[config.mk]
export PLATFORM = sky130hd
export DESIGN_NAME = reg_write_arbiter_flat
export DESIGN_NICKNAME = d
export VERILOG_FILES = /design/src/rtl/reg_write_arbiter_if.sv /design/src/rtl/reg_write_arbiter.sv /design/src/flat_wrapper.sv
export SDC_FILE = /design/constraint.sdc
export NUM_CORES = 1
export LEC_CHECK = 0
export ABC_AREA = 1
export BUFFER_PORTS_ARGS = -buffer_cell sky130_fd_sc_hd__buf_2
export CAP_MARGIN = 20
export CORE_ASPECT_RATIO = 0.9
export CORE_MARGIN = 5
export CORE_UTILIZATION = 45
export DETAILED_ROUTE_END_ITERATION = 10
export HOLD_SLACK_MARGIN = 0.02
export PLACE_DENSITY = 0.71
export SYNTH_ARGS = -nofsm -noshare
export SYNTH_HDL_FRONTEND = slang
export SYNTH_SLANG_ARGS = --single-unit
[constraint.sdc]
create_clock -name clk -period 2 [get_ports clk]
set_input_delay 0.1 -clock clk [delete_from_list [all_inputs] [get_ports clk]]
set_output_delay 0.1 -clock clk [all_outputs]
set_load 0.01 [all_outputs]
[src/rtl/reg_write_arbiter_if.sv]
// Requester-side handshake bundle for reg_write_arbiter.
// Valid/ready: a requester holds valid, addr and data steady until it sees
// ready high. The transfer happens on the posedge where valid && ready.
// Addresses and data are packed per requester, with requester 0 in the LSBs.
interface reg_write_arbiter_if #(
    parameter int NREQ = 3,
    parameter int DW   = 16,
    parameter int AW   = 3
);
    logic [NREQ-1:0]    req_valid;
    logic [NREQ*AW-1:0] req_addr;
    logic [NREQ*DW-1:0] req_data;
    logic [NREQ-1:0]    req_ready;

    modport master (output req_valid, output req_addr, output req_data, input req_ready);
    modport slave  (input req_valid, input req_addr, input req_data, output req_ready);
endinterface

[src/rtl/reg_write_arbiter.sv]
// Shares the single write port of the register file among NREQ requesters.
// Each requester has a one-entry slot. A round-robin scheduler drains the
// slots into a registered rd/busD_in/r_latch stage. A per-register busy mask
// blocks a second write to a register until the first has left the output
// stage, which keeps same-register writes in acceptance order.
module reg_write_arbiter #(
    parameter int NREQ = 3,
    parameter int DW   = 16,
    parameter int AW   = 3
) (
    input  logic                  clk,
    input  logic                  rst_n,
    reg_write_arbiter_if.slave    req,
    input  logic                  freeze,
    output logic [AW-1:0]         rd,
    output logic [DW-1:0]         busD_in,
    output logic                  r_latch,
    output logic [(1<<AW)-1:0]    busy
);
    localparam int RW = (NREQ > 1) ? $clog2(NREQ) : 1;

    logic [NREQ-1:0] slot_v;
    logic [AW-1:0]   slot_addr [NREQ];
    logic [DW-1:0]   slot_data [NREQ];
    logic [RW-1:0]   rr;

    logic [NREQ-1:0] ready;
    logic [NREQ-1:0] accept;
    logic            any_valid;
    logic            issue;
    logic [RW-1:0]   winner;
    logic [RW-1:0]   rr_next;

    // Pending-write mask: every full slot plus the write currently on the port.
    always_comb begin
        busy = '0;
        for (int i = 0; i < NREQ; i++) begin
            if (slot_v[i]) busy[slot_addr[i]] = 1'b1;
        end
        if (r_latch) busy[rd] = 1'b1;
    end

    // Ready per requester; on an address tie the lower index wins, and nothing is ready in reset.
    always_comb begin : ready_calc
        logic [NREQ-1:0] rdy;
        logic            conflict;
        rdy      = '0;
        conflict = 1'b0;
        for (int i = 0; i < NREQ; i++) begin
            conflict = 1'b0;
            for (int j = 0; j < i; j++) begin
                if (req.req_valid[j] && rdy[j] &&
                    (req.req_addr[j*AW +: AW] == req.req_addr[i*AW +: AW]))
                    conflict = 1'b1;
            end
            rdy[i] = rst_n && !slot_v[i] && !busy[req.req_addr[i*AW +: AW]] && !conflict;
        end
        ready = rdy;
    end

    assign req.req_ready = ready;
    assign accept        = req.req_valid & ready;

    // Round-robin pick: the lowest valid slot at or above rr, else the lowest valid slot overall.
    always_comb begin
        any_valid = 1'b0;
        winner    = '0;
        for (int i = NREQ - 1; i >= 0; i--) begin
            if (slot_v[i]) begin
                any_valid = 1'b1;
                winner    = RW'(i);
            end
        end
        for (int i = NREQ - 1; i >= 0; i--) begin
            if (slot_v[i] && (RW'(i) >= rr)) winner = RW'(i);
        end
        issue   = any_valid && !freeze;
        rr_next = (winner == RW'(NREQ - 1)) ? '0 : winner + RW'(1);
    end

    // Slot fill/drain, output stage and round-robin pointer. Reset drops all pending writes.
    always_ff @(posedge clk or negedge rst_n) begin
        if (!rst_n) begin
            slot_v  <= '0;
            rr      <= '0;
            rd      <= '0;
            busD_in <= '0;
            r_latch <= 1'b0;
            for (int i = 0; i < NREQ; i++) begin
                slot_addr[i] <= '0;
                slot_data[i] <= '0;
            end
        end else begin
            // A slot that is full cannot accept, so accept and issue never hit the same slot.
            for (int i = 0; i < NREQ; i++) begin
                if (accept[i]) begin
                    slot_v[i]    <= 1'b1;
                    slot_addr[i] <= req.req_addr[i*AW +: AW];
                    slot_data[i] <= req.req_data[i*DW +: DW];
                end else if (issue && (winner == RW'(i))) begin
                    slot_v[i] <= 1'b0;
                end
            end
            if (issue) begin
                rd      <= slot_addr[winner];
                busD_in <= slot_data[winner];
                r_latch <= 1'b1;
                rr      <= rr_next;
            end else begin
                r_latch <= 1'b0;
            end
        end
    end
endmodule

[src/flat_wrapper.sv]
// flat-port wrapper written by rule: the top's interface ports become plain ports
module reg_write_arbiter_flat 
#(
    parameter int NREQ = 3,
    parameter int DW   = 16,
    parameter int AW   = 3
)
  (clk, rst_n, freeze, rd, busD_in, r_latch, busy, req_req_valid, req_req_addr, req_req_data, req_req_ready);
  reg_write_arbiter_if #(.NREQ(NREQ), .DW(DW), .AW(AW)) req_i ();
  input  logic clk;
  input  logic rst_n;
  input  logic freeze;
  output logic [AW-1:0] rd;
  output logic [DW-1:0] busD_in;
  output logic r_latch;
  output logic [(1<<AW)-1:0] busy;
  input wire logic [$bits(req_i.req_valid)-1:0] req_req_valid;
  input wire logic [$bits(req_i.req_addr)-1:0] req_req_addr;
  input wire logic [$bits(req_i.req_data)-1:0] req_req_data;
  output wire logic [$bits(req_i.req_ready)-1:0] req_req_ready;
  assign req_i.req_valid = req_req_valid;
  assign req_i.req_addr = req_req_addr;
  assign req_i.req_data = req_req_data;
  assign req_req_ready = req_i.req_ready;
  reg_write_arbiter #(.NREQ(NREQ), .DW(DW), .AW(AW)) u_core (.clk(clk), .rst_n(rst_n), .req(req_i), .freeze(freeze), .rd(rd), .busD_in(busD_in), .r_latch(r_latch), .busy(busy));
endmodule
==> summary.txt <==
Power
  • Total leakage power: around 3.3 nW
  • Net Sw Frac: a little over two fifths
  • Share of total power in the clock network: 13.8%
  • Internal cell power: between 5 and 6 mW
  • NetSw: a little under 4 mW
  • Maximum resistive drop on vdd: about 0.00074 V
  • Share of power burned in registers: between 30% and 40%
  • Power Density: around 1400 nW/um^2
  • Proportion of power drawn by combinational gates: between 50 and 60%

Detailed routing
  • Final routed wire length divided by cell count: roughly 18 um
  • Routed via count: 4589
  • Detail Route Antenna Nets: 0
  • Detailed-route wire length: about 15 mm
  • Initial DRT Pass Iterations: 5
  • DR iter-0 viols: approximately 390
  • Post-detailed-route DRC marker count: 0
  • Detailed-route vias per instance: 5.47

Floorplanning
  • Io pins: 94
  • Overall die area: around 11000 sq um
  • Die boundary width: around 110 um
  • Die height: between 100 and 150 um
  • Core ar.: 9170 sq um
  • Site Rows: 33
  • Effective utilization at floorplan: 46.2%

STA
  • Setup repair after global routing missed its margin: true
  • Number of setup violations in the final report: between 60 and 70
  • Clock period minus final worst setup slack: 2410 ps
  • Max Fclk: 415 MHz
  • Least setup slack across all paths after layout: -408 ps
  • Final hold vios: 0
  • Final Slew Violations: 0
  • Slew margin rel.: 49.5%
  • Actual transition at the worst max-transition pin: between 700 and 800 ps
  • Largest clock skew in the final design: around 13 ps
  • Final clock period utilization by the worst path: 120%

Logic synthesis
  • Count of state elements after synthesis: 82
  • Number of enable flip-flop cells after synthesis: 0
  • Mapped Cells: approximately 510
  • Net Count, Synth: 570
  • Synth Flop Type: dfrtp_1
  • Average size of a mapped cell: 8.36 sq um
  • Share of async-settable or async-resettable flops after synthesis: 100%
  • YS warnings: 0
  • Post-synthesis instance area: around 4200 sq um
  • Post-synthesis sequential area ratio: 48.4%
  • Yosys cell types: 35

Clocking
  • CTS tree: yes
  • Clock sink total: approximately 80
  • Clk_lat worst skew: between 300 and 400 ps
  • Cell at the root of the clock tree: clkbuf_8
  • Clock buffer depth: 2
  • Clock transition at the register clock pins on the worst setup and hold paths after CTS: approximately 90 ps
  • Depth of the CTS H-tree: 3
  • Num CTS Buffers: 9

Placement
  • Placed standard-cell area: slightly above 5000 sq um
  • Half-perimeter wire length after placement: approximately 9.2 mm
  • Dpl ws: -181 ps
  • Routability congestion estimate from global placement: about 0.9
  • Count of input and output buffers: 93

Global routing
  • Pin count of the biggest net entering global routing: a little over 60
  • Global-route wire length before repair: ~22 mm
  • Vias in the first global route: between 4000 and 5000
  • Initial antenna violation count: 0
  • GR Util All Layers: between 20% and 30%
  • Grt total ovfl: 0

Final layout
  • # diodes: 0
  • Fin area: ~6600 sq um
  • Nets@finish: slightly below 800
  • Area delta synth->final: 55.5%
  • Filler Cell Count: 683
  • Layout cell share with drive strength beyond 1: a little under half
  • Util after Layout: between 70% and 80%

Setup path
  • Required time of the critical path: roughly 1900 ps
  • WP buf/inv: 3
  • Max stage delay on crit path: 440 ps
  • Maximum net fanout on the critical path: 3
  • Critical path cell sequence: nand2_2 > nor2_2 > nor2_4 > nand4_1 > nand3_1 > nand2_2 > a21oi_4 > nand4_1 > nand4_1 > buf_4 > nand2_2 > inv_2 > buf_6
  • Cell family contributing the most delay on the critical path: simple AND/OR/NAND/NOR gates
  • Data arrival time of the critical path: between 2000 and 2500 ps
  • Cell with the biggest individual delay on the critical path: dfrtp_1
  • Start-to-end type of the worst setup path: reg2out
  • Nature of the critical path startpoint: flop
  • CP Capture Type: primary output

Hold path
  • Hold/Removal Path Class: in2reg

Status
  • Violated checks: negative setup slack
  • Result of the run: complete, but fails checks

Flow run
  • Number of max-cap violations: 0
## cells in the mapped netlist (2+ instances only)
cell | n | area share, %
buf_2 | 10 | 1.2
and3_1 | 3 | 0.44
xnor2_1 | 3 | 0.62
mux2_2 | 15 | 4.0
buf_4 | 5 | 0.89
xor2_1 | 4 | 0.83
dfrtp_1 | 82 | 48
o22ai_1 | 4 | 0.59
o21ai_1 | 3 | 0.35
o21ai_0 | 8 | 0.94
inv_2 | 9 | 0.80
a21oi_1 | 4 | 0.47
nor3_1 | 5 | 0.59
nor2_1 | 31 | 2.7
a22oi_1 | 24 | 4.3
o21a_1 | 2 | 0.35
clkbuf_1 | 6 | 0.53
nand3_2 | 4 | 0.94
nand4_1 | 39 | 5.8
o211ai_1 | 2 | 0.35
inv_1 | 32 | 2.8
buf_6 | 3 | 0.80
o221ai_1 | 2 | 0.41
nand2_1 | 154 | 14
nand3_1 | 40 | 4.7
nor2_2 | 4 | 0.59
## worst paths after layout
path,start,slack [ps],cells past startpoint,endpoint
setup / recovery,u_core.slot_v[0]$_DFFE_PN0P_,-410,13,req_req_ready[2]
hold / removal,req_req_data[46],30,3,u_core.slot_data[14]$_DFFE_PN0P_
setup reg to reg,u_core.slot_v[0]$_DFFE_PN0P_,-410,15,u_core.slot_data[12]$_DFFE_PN0P_
hold reg to reg,u_core.slot_data[23]$_DFFE_PN0P_,490,2,u_core.slot_data[23]$_DFFE_PN0P_
max in group asynchronous,rst_n,1010,3,u_core.slot_data[7]$_DFFE_PN0P_
min in group asynchronous,rst_n,290,3,u_core.slot_addr[8]$_DFFE_PN0P_
## worst register-to-register path: cells and delay by family, from the launching register on
kind	cells	cell delay [ps]
compound gates	1	190
buf+inv	3	450
flops	1	440
simple gates	11	1220
## final cells by class
type	instances	area, sq um	area share [%]
multi-input cells	362	2330	35.4
repair buffers	216	1680	25.5
clock buffers	10	138	2.09
clock inverters	6	72.6	1.10
inverters	41	154	2.33
flip-flops and latches	82	2060	31.3
well taps	122	153	2.32
## layout by cell type (no fill, tap or decap), types with 5 or more instances in the layout
cell type | synthesis | routed
dlygate4sd3_1 | 0 | 47
a22oi_1 | 24 | 23
nand4_1 | 39 | 39
dfrtp_1 | 82 | 73
nor2_4 | 1 | 5
nor2_2 | 4 | 10
nand2_1 | 154 | 101
mux2_2 | 15 | 15
nor2_1 | 31 | 21
o21ai_1 | 3 | 8
buf_6 | 3 | 15
inv_2 | 9 | 15
inv_1 | 32 | 26
nand3_1 | 40 | 18
buf_2 | 10 | 90
dfrtp_2 | 0 | 9
buf_4 | 5 | 55
nand2_4 | 0 | 7
nand3_2 | 4 | 24
nand2_2 | 1 | 48
clkbuf_8 | 0 | 10
## power by group through the flow
| stage | clock, mW | sequential, mW | combinational (mW) |
|---|---|---|---|
| 6_report | 1.30 | 3.21 | 4.87 |
| 5_1_grt | 1.37 | 3.30 | 5.32 |
| 4_1_cts | 1.30 | 3.09 | 4.35 |
| 3_5_place_dp | 0 | 3.08 | 3.78 |
| 3_3_place_gp | 0 | 3.06 | 3.68 |
| 2_1_floorplan | 0 | 3.02 | 2.15 |
## kinds of logic after synthesis
kind of cell	synth area share, %
simple gates	30.9
xor+xnor	1.45
compound gates	8.15
flops	48.4
buf+inv	7.11
mux	3.98
## state kept, by name (all words and copies together), names as in the netlist
| register | flops |
|---|---|
| u_core.slot_data | 48 |
| u_core.slot_addr | 9 |
| u_core.rr | 2 |
| u_core.busD_in | 16 |
| u_core.slot_v | 3 |
| u_core.rd | 3 |
| u_core.r_latch | 1 |
## stage by stage
stage	setup TNS (ps)	hold slack [ps]	instances	power, mW
after CTS	-10050	21.7	828	8.74
after global placement	-5580	143	747	6.74
after floorplan	0	-196	507	5.17
final	-13660	27.4	839	9.38
after detailed placement	-5040	144	747	6.86
after global routing	-19690	27.2	839	9.98
## metal layers
layer  up-vias  routed length [um]  track usage, %  part of all wire [%]
met5         -                   0               0                     0
met4         0                 149            4.71                   1.0
met3        24                1190            5.98                   8.1
met2       235                7320            41.6                    50
met1      2203                6080            32.6                    41
li1       2127                   -               -                     -
## timing repair
item	4_1_cts	5_1_grt
gates resized for setup	67	93
setup endpoints to repair	58	66
hold endpoints to repair	126	2
cloned	5	1
pin swaps	35	37
buffers inserted	18	9
hold buffers	45	2
Power figures use the tool's default switching activity.
